[src/rtl/bitty_fetch.sv]
// Instruction fetch stage for the bitty core: owns the PC, issues one memory
// request at a time and buffers fetched words with their PC in a small FIFO.
module bitty_fetch #(
    parameter int                ADDR_W   = 8,
    parameter int                INSTR_W  = 16,
    parameter int                DEPTH    = 2,
    parameter logic [ADDR_W-1:0] RESET_PC = '0
) (
    input  logic                          clk,
    input  logic                          reset,
    input  logic                          en,
    output logic                          mem_req,
    output logic [ADDR_W-1:0]             mem_addr,
    input  logic                          mem_ack,
    input  logic [INSTR_W-1:0]            mem_rdata,
    output logic                          instr_valid,
    input  logic                          instr_ready,
    output logic [INSTR_W-1:0]            instr_out,
    output logic [ADDR_W-1:0]             instr_pc,
    input  logic                          redirect_valid,
    input  logic [ADDR_W-1:0]             redirect_pc,
    output logic [$clog2(DEPTH):0]        fifo_count
);

    localparam int PW = $clog2(DEPTH);
    localparam int CW = PW + 1;
    localparam logic [CW-1:0] DEPTH_C = CW'(DEPTH);

    typedef enum logic [1:0] {
        S_IDLE,
        S_REQ,
        S_DISCARD
    } state_t;

    state_t              state, state_nxt;
    logic [ADDR_W-1:0]   pc, pc_nxt;
    logic [ADDR_W-1:0]   target, target_nxt;
    logic [CW-1:0]       count, count_post;
    logic [PW-1:0]       rd_ptr, wr_ptr;
    logic                push, pop;

    logic [INSTR_W-1:0]  word_q [DEPTH];
    logic [ADDR_W-1:0]   pc_q   [DEPTH];

    assign mem_req     = (state != S_IDLE);
    assign mem_addr    = pc;
    assign fifo_count  = count;
    assign instr_valid = (count != '0);
    assign instr_out   = instr_valid ? word_q[rd_ptr] : '0;
    assign instr_pc    = instr_valid ? pc_q[rd_ptr]   : '0;

    always_comb begin
        state_nxt  = state;
        pc_nxt     = pc;
        target_nxt = target;
        push       = 1'b0;
        pop        = instr_valid && instr_ready && !redirect_valid;
        count_post = pop ? count : count + CW'(1);
        unique case (state)
            S_IDLE: begin
                if (redirect_valid)
                    pc_nxt = redirect_pc;
                else if (en && (count < DEPTH_C))
                    state_nxt = S_REQ;
            end
            S_REQ: begin
                if (redirect_valid) begin
                    // An unacked request cannot be withdrawn, so park the target
                    if (mem_ack) begin
                        pc_nxt    = redirect_pc;
                        state_nxt = S_IDLE;
                    end else begin
                        target_nxt = redirect_pc;
                        state_nxt  = S_DISCARD;
                    end
                end else if (mem_ack) begin
                    push      = 1'b1;
                    pc_nxt    = pc + ADDR_W'(1);
                    state_nxt = (en && (count_post < DEPTH_C)) ? S_REQ : S_IDLE;
                end
            end
            S_DISCARD: begin
                if (mem_ack) begin
                    pc_nxt    = redirect_valid ? redirect_pc : target;
                    state_nxt = S_IDLE;
                end else if (redirect_valid) begin
                    target_nxt = redirect_pc;
                end
            end
            default: state_nxt = S_IDLE;
        endcase
    end

    always_ff @(posedge clk or negedge reset) begin
        if (!reset) begin
            state  <= S_IDLE;
            pc     <= RESET_PC;
            target <= '0;
            count  <= '0;
            rd_ptr <= '0;
            wr_ptr <= '0;
        end else begin
            state  <= state_nxt;
            pc     <= pc_nxt;
            target <= target_nxt;
            if (redirect_valid) begin
                count  <= '0;
                rd_ptr <= '0;
                wr_ptr <= '0;
            end else begin
                if (push)
                    wr_ptr <= wr_ptr + PW'(1);
                if (pop)
                    rd_ptr <= rd_ptr + PW'(1);
                if (push && !pop)
                    count <= count + CW'(1);
                else if (pop && !push)
                    count <= count - CW'(1);
            end
        end
    end

    // Storage carries no reset; the count gates what is visible downstream
    always_ff @(posedge clk) begin
        if (push) begin
            word_q[wr_ptr] <= mem_rdata;
            pc_q[wr_ptr]   <= pc;
        end
    end

endmodule

[config.mk]
export PLATFORM = sky130hd
export DESIGN_NAME = bitty_fetch
export DESIGN_NICKNAME = d
export VERILOG_FILES = /design/src/rtl/bitty_fetch.sv
export SDC_FILE = /design/constraint.sdc
export NUM_CORES = 1
export LEC_CHECK = 0
export BUFFER_PORTS_ARGS = -buffer_cell sky130_fd_sc_hd__buf_2
export CELL_PAD_IN_SITES_DETAIL_PLACEMENT = 1
export CELL_PAD_IN_SITES_GLOBAL_PLACEMENT = 2
export CORE_ASPECT_RATIO = 0.7
export CORE_UTILIZATION = 39
export DETAILED_ROUTE_END_ITERATION = 10
export GPL_ROUTABILITY_DRIVEN = 0
export PLACE_DENSITY = 0.82
export SYNTH_ARGS = -nofsm -noshare
export SYNTH_HDL_FRONTEND = slang
export SYNTH_SLANG_ARGS = --single-unit
export TNS_END_PERCENT = 100
[constraint.sdc]
create_clock -name clk -period 4.47 [get_ports clk]
set_clock_uncertainty 0.2 [all_clocks]
set_input_delay 0.6705 -clock clk [delete_from_list [all_inputs] [get_ports clk]]
set_output_delay 0.6705 -clock clk [all_outputs]
set_load 0.01 [all_outputs]
==> results.py <==
metrics = {
    "status": {
        "status": "finished, final reports clean",
    },
    "power": {
        "p_sw_share_pct": 34.9,
        "power_frac_seq_pct": 36.7,
        "ir_drop_v": 0.000301,
        "internal_power_uw": 1820,
        "clkPwrFrac_pct": 28.7,
        "p_sw_uw": 979,
        "total_power_uw": 2800,
        "power_density_nw_per_um2": 709,
        "combPwrFrac_pct": 34.5,
        "p_leak_uw": 0.00161,
    },
    "route": {
        "drt_iter0_markers": 78,
        "wl_met3_um": 325,
        "via_per_inst": 5.28,
        "firstDrtPassIters": 4,
        "dr_wl_met2_um": 3930,
        "wl_per_cell_um": 18.7,
        "vias": 2230,
        "drt.antenna.violating_nets": 0,
        "wl_met1_um": 3590,
        "wl_um": 7880,
        "highest_layer": "met4",
        "drcViolationCount": 0,
    },
    "clock_tree": {
        "cts.sinks": 70,
        "cts_made_buffers": 9,
        "root_buffer": "clkbuf_16",
        "cts_hold_buf": 0,
        "ctsResizeCount": 0,
        "path_clk_slew_ns": 0.06,
        "cts_setup_buffers": 0,
        "htree_levels": 3,
        "cts.path.max_buffers": 2,
        "clkLatencyLatePin_ns": 0.33,
        "cts_tree": "done",
    },
    "critical_path": {
        "crit_type": "reg2out",
        "crit_slowest_cell": "dfrtp_1",
        "reg2reg_depth": 5,
        "cp_cell_sequence": "buf_4 > mux2i_1 > nor2_1 > buf_2",
        "r2r_end": "pc_q[1][4]",
        "rrSetupSlack_ns": 1.69,
        "r2r-start": "state[1]",
        "arrival_ns": 2.15,
        "start_kind": "register",
        "cpPeakStageDelay_ns": 1.07,
        "worstPathMaxFanout": 21,
        "crit_required_ns": 3.60,
        "worstSetupEndpointType": "output pin",
        "critPathBufInv": 2,
        "crit_family": "flip-flops",
    },
    "flow_run": {
        "maxCapViolCount": 0,
    },
    "floorplan": {
        "coreArea_um2": 7910,
        "fp.dieW_um": 110,
        "ios": 66,
        "die_area_um2": 8590,
        "rows": 27,
        "fp.dieH_um": 77.9,
        "start_util_pct": 40.6,
    },
    "yosys": {
        "ys.flop_type": "edfxtp_1",
        "ys_seq_area_share_pct": 62.1,
        "synth_edf_count": 48,
        "ys_seq_elements": 70,
        "synth_warnings": 0,
        "synthCells": 251,
        "ys_async_sr_fraction_pct": 31.4,
        "synth_area_um2": 3210,
        "synth_cell_types": 42,
        "syn_area_per_cell_um2": 12.8,
        "syn-num-nets": 287,
    },
    "timing": {
        "whs_ns": 0.120,
        "min_period_over_period_pct": 67.5,
        "setup_violations": 0,
        "slew_violations": 0,
        "worst_pin_slew_ns": 1.14,
        "fin_crit_ns": 3.02,
        "rsz0062_at_grt": "no",
        "hold_viol_final": 0,
        "fmax_mhz": 331,
        "tns_ns": 0,
        "slew_headroom_pct": 23.8,
    },
    "layout": {
        "antenna_cells": 0,
        "postLayoutCoreUtil_pct": 50.0,
        "layout-drive-gt1-share_pct": 30.5,
        "final_nets": 352,
        "final_cells": 422,
        "area_delta_synth_final_pct": 23.2,
        "mostFrequentLayoutCell": "buf_2",
        "layout_common_cells": "65 x buf_2, 48 x edfxtp_1, 40 x nor2_1, 26 x mux2i_1, 22 x dfrtp_1",
    },
    "placement": {
        "hpwl_um": 5290,
        "placed_cells": 406,
        "port_buffers": 65,
    },
    "global_route": {
        "antenna_found_initial": 0,
        "grt-ovfl-total": 0,
        "grt_pass1_vias": 2415,
        "track_usage_pct": 20.1,
        "grt_first_pass_wirelength_um": 12600,
        "grt_max_degree": 27,
    },
    "min_path": {
        "min_path_type": "in2async",
    },
}
==> flip-flops by register name, indices dropped and copies added, names as in the netlist <==
register    cells
state           2
mem_addr        8
word_q         32
wr_ptr          1
rd_ptr          1
pc_q           16
fifo_count      2
target          8
==> cells in the mapped netlist (all sizes together), types with 2 or more instances <==
| cell | number | area (um^2) |
|---|---|---|
| a22o | 3 | 26.3 |
| xnor2 | 3 | 26.3 |
| nor2 | 41 | 154 |
| a31oi | 2 | 12.5 |
| edfxtp | 48 | 1440 |
| a21oi | 2 | 10.0 |
| a32oi | 2 | 17.5 |
| nand3 | 5 | 25.0 |
| xor2 | 3 | 26.3 |
| o31ai | 2 | 15.0 |
| mux2i | 26 | 260 |
| o21ai | 10 | 50.1 |
| o21a | 2 | 15.0 |
| dfrtp | 22 | 551 |
| nor2b | 5 | 31.3 |
| ha | 6 | 75.1 |
| inv | 11 | 41.3 |
| and3 | 3 | 18.8 |
| nand2 | 9 | 33.8 |
| buf | 7 | 41.3 |
| mux2 | 8 | 90.1 |
| a31o | 2 | 17.5 |
| clkbuf | 6 | 22.5 |
| a221oi | 4 | 41.3 |
| nor3 | 3 | 15.0 |
| a21o | 2 | 15.0 |
==> kinds of logic after synthesis <==
group,after synthesis,synth area share [%]
adders and majority gates,6,2.34
buffers and inverters,24,3.28
muxes,34,10.9
AOI/OAI and AO/OA,40,9.83
xor gates and xnor gates,6,1.64
DFF,70,62.1
and+or+nand+nor,71,9.87
==> metrics by stage <==
step	worst slack [ns]	area, um^2
finish	1.45	3950
global route	1.26	3950
CTS	1.40	3950
detailed placement	1.66	3610
global placement	1.78	3610
floorplan	1.63	3210
==> layout make-up <==
cell class / instances / area (um^2)
tap: 101 / 126
fill: 842 / 3950
inverter: 11 / 41.3
timing repair buffer: 67 / 340
multi-input combinational: 157 / 1110
sequential: 70 / 1990
clock inverter: 6 / 110
clock buffer: 10 / 229
==> worst max path at each step <==
stage	start	endpoint	slack, ns	cells past startpoint
after detailed placement	state[1]	word_q[1][9]	1.66	5
final	rd_ptr	instr_out[0]	1.45	4
after global placement	rd_ptr	instr_out[2]	1.78	4
after floorplan	redirect_valid	pc_q[0][0]	1.63	5
after CTS	rd_ptr	instr_out[0]	1.40	4
after global routing	rd_ptr	instr_out[15]	1.26	4
==> per-layer routing <==
layer / vias to the layer above / GRT usage, %
met5: - / 0
met4: 0 / 4.74
met3: 2 / 6.30
met2: 52 / 33.4
met1: 1122 / 25.4
li1: 1054 / -
==> power groups by stage <==
stage	registers [uW]	clock network (uW)	logic [uW]
4_1_cts	1030	823	984
6_report	1030	805	968
3_5_place_dp	1040	0	968
3_3_place_gp	1030	0	936
5_1_grt	1050	845	1070
2_1_floorplan	974	0	680
(Power assumes the default switching activity.)
